File: src/rtl/c64_phase_timing.sv
// rtl/c64_phase_timing.sv - dot clock edge strobes, pixel/phi0 timing, optional raster counters
// Optional feature macro: PHASE_RASTER_COUNT_EN (cycle/raster counters, line_ce/frame_ce).
module c64_phase_timing #(
  parameter int DOTS_PER_PHI    = 8,
  parameter int CYCLES_PER_LINE = 63,
  parameter int LINES_PER_FRAME = 312
) (
  input  logic       clk,
  input  logic       reset,
  input  logic       dot_clock,
  output logic       dot_ce,
  output logic [2:0] pix,
  output logic       phi0,
  output logic       phi_rise_ce,
  output logic       cycle_ce,
  output logic [5:0] cycle,
  output logic [8:0] raster,
  output logic       line_ce,
  output logic       frame_ce
);

  localparam logic [2:0] PIX_MAX  = 3'(DOTS_PER_PHI - 1);
  localparam logic [2:0] PIX_HALF = 3'(DOTS_PER_PHI / 2);

  logic       r_dot_q;
  logic       w_edge;
  logic       w_pix_wrap;
  logic [2:0] w_pix_next;

  assign w_edge     = dot_clock & ~r_dot_q;
  assign w_pix_wrap = (pix == PIX_MAX);
  assign w_pix_next = w_pix_wrap ? 3'd0 : pix + 3'd1;

  // dot_q follows dot_clock even in reset, so a level already high at release is not an edge
  always_ff @(posedge clk) begin
    r_dot_q <= dot_clock;
    if (reset) begin
      dot_ce      <= 1'b0;
      pix         <= 3'd0;
      phi0        <= 1'b0;
      phi_rise_ce <= 1'b0;
      cycle_ce    <= 1'b0;
    end else begin
      dot_ce      <= w_edge;
      phi_rise_ce <= w_edge & (w_pix_next == PIX_HALF);
      cycle_ce    <= w_edge & w_pix_wrap;
      if (w_edge) begin
        pix  <= w_pix_next;
        phi0 <= (w_pix_next >= PIX_HALF);
      end
    end
  end

`ifdef PHASE_RASTER_COUNT_EN
  localparam logic [5:0] CYC_MAX = 6'(CYCLES_PER_LINE - 1);
  localparam logic [8:0] RAS_MAX = 9'(LINES_PER_FRAME - 1);

  logic w_cycle_step;
  logic w_line_step;
  logic w_frame_step;

  assign w_cycle_step = w_edge & w_pix_wrap;
  assign w_line_step  = w_cycle_step & (cycle == CYC_MAX);
  assign w_frame_step = w_line_step & (raster == RAS_MAX);

  always_ff @(posedge clk) begin
    if (reset) begin
      cycle    <= 6'd0;
      raster   <= 9'd0;
      line_ce  <= 1'b0;
      frame_ce <= 1'b0;
    end else begin
      line_ce  <= w_line_step;
      frame_ce <= w_frame_step;
      if (w_cycle_step)
        cycle <= (cycle == CYC_MAX) ? 6'd0 : cycle + 6'd1;
      if (w_line_step)
        raster <= (raster == RAS_MAX) ? 9'd0 : raster + 9'd1;
    end
  end
`else
  assign cycle    = 6'd0;
  assign raster   = 9'd0;
  assign line_ce  = 1'b0;
  assign frame_ce = 1'b0;
`endif

endmodule

File: config.mk
export PLATFORM = sky130hd
export DESIGN_NAME = c64_phase_timing
export DESIGN_NICKNAME = d
export VERILOG_FILES = /design/src/rtl/c64_phase_timing.sv
export SDC_FILE = /design/constraint.sdc
export NUM_CORES = 1
export LEC_CHECK = 0
export BUFFER_PORTS_ARGS = -buffer_cell sky130_fd_sc_hd__buf_2
export CAP_MARGIN = 0
export CORE_AREA = 2 2 39 41
export CTS_CLUSTER_SIZE = 14
export DETAILED_ROUTE_END_ITERATION = 7
export DIE_AREA = 0 0 41 43
export GPL_TIMING_DRIVEN = 0
export PLACE_DENSITY = 0.71
export RECOVER_POWER = 50
export SYNTH_ARGS = -nofsm -noshare
export SYNTH_HDL_FRONTEND = slang
export SYNTH_SLANG_ARGS = --single-unit
File: constraint.sdc
create_clock -name clk -period 1.3 [get_ports clk]
set_input_delay 0.065 -clock clk [delete_from_list [all_inputs] [get_ports clk]]
set_output_delay 0.065 -clock clk [all_outputs]
set_load 0.005 [all_outputs]
==> summary.txt <==
Top Usage Layer GRT - met2
Worst Setup Path Type - reg -> reg
CTS buffer count - 3
Simple-Gate Fraction of Synth Area - 15.62%
worst vdd ir - 0.0003979 V
layout cell share with drive strength beyond 1 - 39.73%
setup TNS - 0 ns
Clock power frac - 35.4%
cell leakage power - 0.3272 nW
all-layer global routing usage - 8.871%
count of final setup violators - 0
critical-path cell list - ha_2, ha_4, or3b_1, a21oi_2
worst endpoint data arrival time - 1.43 ns
Peak Freq - 0.8095 GHz
crit share post-route - 95.03%
fin util - 42.50%
post-synthesis compound-gate area fraction - 6.006%
Placeable Area - 1384 um2
CP bufs+invs - 0
vias in the first global route - 258
Area Overhead vs Synth - 41.14%
Final GP Congestion - 0.7792
Reg2Reg Depth - 4
Root Driver - clkbuf_4
Pint - 0.4074 mW
Avg Cell Area, Syn - 9.469 um2
Syn. warnings - 0
fin. max-slew vios - 0
Mapped Cells - 44
DRT Pass-1 Iters - 2
GR Layer Usage met3 - 9.424%
Max stage delay on crit path - 0.36 ns
I/O Pins - 27
Flop pwr share - 48.8%
drt wl/cell - 7.011 um
sequential share of the synthesized area - 38.44%
H-tree depth - 1
vias - 308
Synth Area in XOR/XNOR - 0%
CP Data Required Time - 1.49 ns
CTS tree - yes
routing usage on met1 - 8.795%
CP delay by family, top - simple AND/OR/NAND/NOR gates
Netlist cell types - 14
met2 GRT Util - 11.56%
Inserted Diodes - 0
clk sinks - 8
RSZ-0062 raised after global routing - no
Final ANT Viol Nets - 0
CP Depth - 4
Fillers - 150
Cell Pwr Density - 895.4 nW/um2
Final Hold Viols - 0
Routed WL - 624 um
Max stage delay cell, worst path - or3b_1
post-layout min period - 1.235 ns
CTS max path bufs - 2
type of origin of the critical path - flop
outcome - finished, final reports clean
latest clock arrival within the worst-skew pair - 0.25 ns
combinational share of power - 15.8%
mux share of post-synthesis cell area - 2.402%
Die Ht - 43 um
Synth Area in Adders - 6.006%
Power, Total - 0.5266 mW
vias per cell - 3.461
initial core utilization - 30.11%
clock skew - 0.001032 ns
number of remaining DRC errors - 0
first-pass GRT wire length - 959 um
synthesized area - 416.7 um2
post-CTS setup buffers - 0
PortBufs - 9
largest net degree at the start of global routing - 7
Hold Path Class - in -> reg
worst hold path depth - 2
DRT iter0 DRCs - 3
row cnt - 14
largest family of logic cells by synthesized area - buffers and inverters
worst-path maximum fanout - 5
Synth Register Bits - 8
die width - 41 um
antenna violations before repair - 0
grt total ovfl - 0
final net count - 80
Max-Cap Viols - 0
Clock Pin Slew Worst Setup and Hold Paths - 0.05 ns
Die Area - 1763 um2
Worst Setup End Kind - flop
sw frac - 22.63%
NetSw - 0.1192 mW
==> cell families (layout without fill, tap and decap cells) <==
family / Yosys count / in the layout
other: 1 / 17
buffers and inverters: 17 / 30
and+or+nand+nor: 11 / 11
DFF: 8 / 8
adders and majority gates: 2 / 2
muxes: 1 / 1
AOI/OAI and AO/OA: 4 / 4
==> layout make-up <==
| class | count | area (um2) | area share [%] |
|---|---|---|---|
| multi-input cells | 35 | 207.7 | 35.32 |
| flip-flops and latches | 8 | 161.4 | 27.45 |
| plain buffers | 17 | 127.6 | 21.70 |
| repair buffers | 10 | 48.80 | 8.298 |
| clock buffers | 3 | 22.52 | 3.830 |
| well taps | 16 | 20.02 | 3.404 |
==> power groups by stage <==
| stage | Combinational [mW] | Clock (mW) | Sequential [mW] |
|---|---|---|---|
| 2_1_floorplan | 0.0638 | 0 | 0.262 |
| 3_3_place_gp | 0.0765 | 0 | 0.261 |
| 3_5_place_dp | 0.0778 | 0 | 0.261 |
| 4_1_cts | 0.0803 | 0.197 | 0.256 |
| 5_1_grt | 0.0943 | 0.212 | 0.258 |
| 6_report | 0.0830 | 0.186 | 0.257 |
==> metal layers <==
metal	share of wire (%)	vias up	wire, um
met2	46	15	288
met5	0	-	0
met1	38	125	240
met3	15	0	96
li1	-	168	-
met4	0	0	0
==> worst reg2reg max path, delay by kind of cell (launching register included) <==
family	cells	cell delay, ns
compound gates	1	0.12
fa+ha+maj	2	0.35
flops	1	0.33
simple gates	1	0.36
==> stage by stage <==
stage               worst slack, ns  cells  cell area [um2]  hold WS [ns]
floorplan                   0.04616     60            476.7       0.09272
global placement            0.01191     85            541.8        0.2285
detailed placement         -0.01481     85            541.8        0.2311
CTS                        0.005804     89            576.8       0.03035
global route                0.01239     89            588.1       0.03814
finish                      0.06459     89            588.1       0.03602
==> sequential cells by signal, summed over array words and instances (netlist names) <==
register	count
pix	3
phi0	1
phi_rise_ce	1
cycle_ce	1
dot_ce	1
r_dot_q	1
==> timing repair <==
item / 4_1_cts / 5_1_grt
hold buffers: 1 / 0
pin swaps: 0 / 1
setup endpoints to repair: 1 / 1
resized for setup: 1 / 4
hold endpoints to repair: 1 / 0
==> cell usage after synthesis <==
| library cell | count | area, um2 |
|---|---|---|
| o211a_1 | 1 | 10.01 |
| a21oi_1 | 3 | 15.01 |
| nand3b_1 | 1 | 7.510 |
| nand2_1 | 3 | 11.26 |
| and2_1 | 1 | 6.260 |
| dfxtp_1 | 8 | 160.2 |
| nor2b_1 | 1 | 6.260 |
| nand2b_4 | 1 | 13.76 |
| or3b_1 | 1 | 8.760 |
| conb_1 | 1 | 3.750 |
| ha_1 | 2 | 25.02 |
| buf_4 | 17 | 127.6 |
| nor2_1 | 3 | 11.26 |
| mux2i_1 | 1 | 10.01 |
==> placed cells by master (no fill, tap or decap) <==
cell            n
a21oi_1         2
a21oi_2         1
and2_1          1
buf_2           4
buf_4          17
clkbuf_1        5
clkbuf_4        3
conb_1         17
dfxtp_1         7
dfxtp_2         1
dlygate4sd3_1   1
ha_2            1
ha_4            1
mux2i_1         1
nand2_1         3
nand2b_4        1
nand3b_1        1
nor2_1          3
nor2b_1         1
o211a_1         1
or3b_1          1
==> final timing paths <==
check | start | end | slack (ns)
setup / recovery | pix[0] | pix[1] | 0.06
hold / removal | reset | pix[1] | 0.04
setup reg to reg | pix[0] | pix[1] | 0.06
hold reg to reg | phi0 | phi0 | 0.46
No activity file was read; power rests on OpenSTA's default activity.
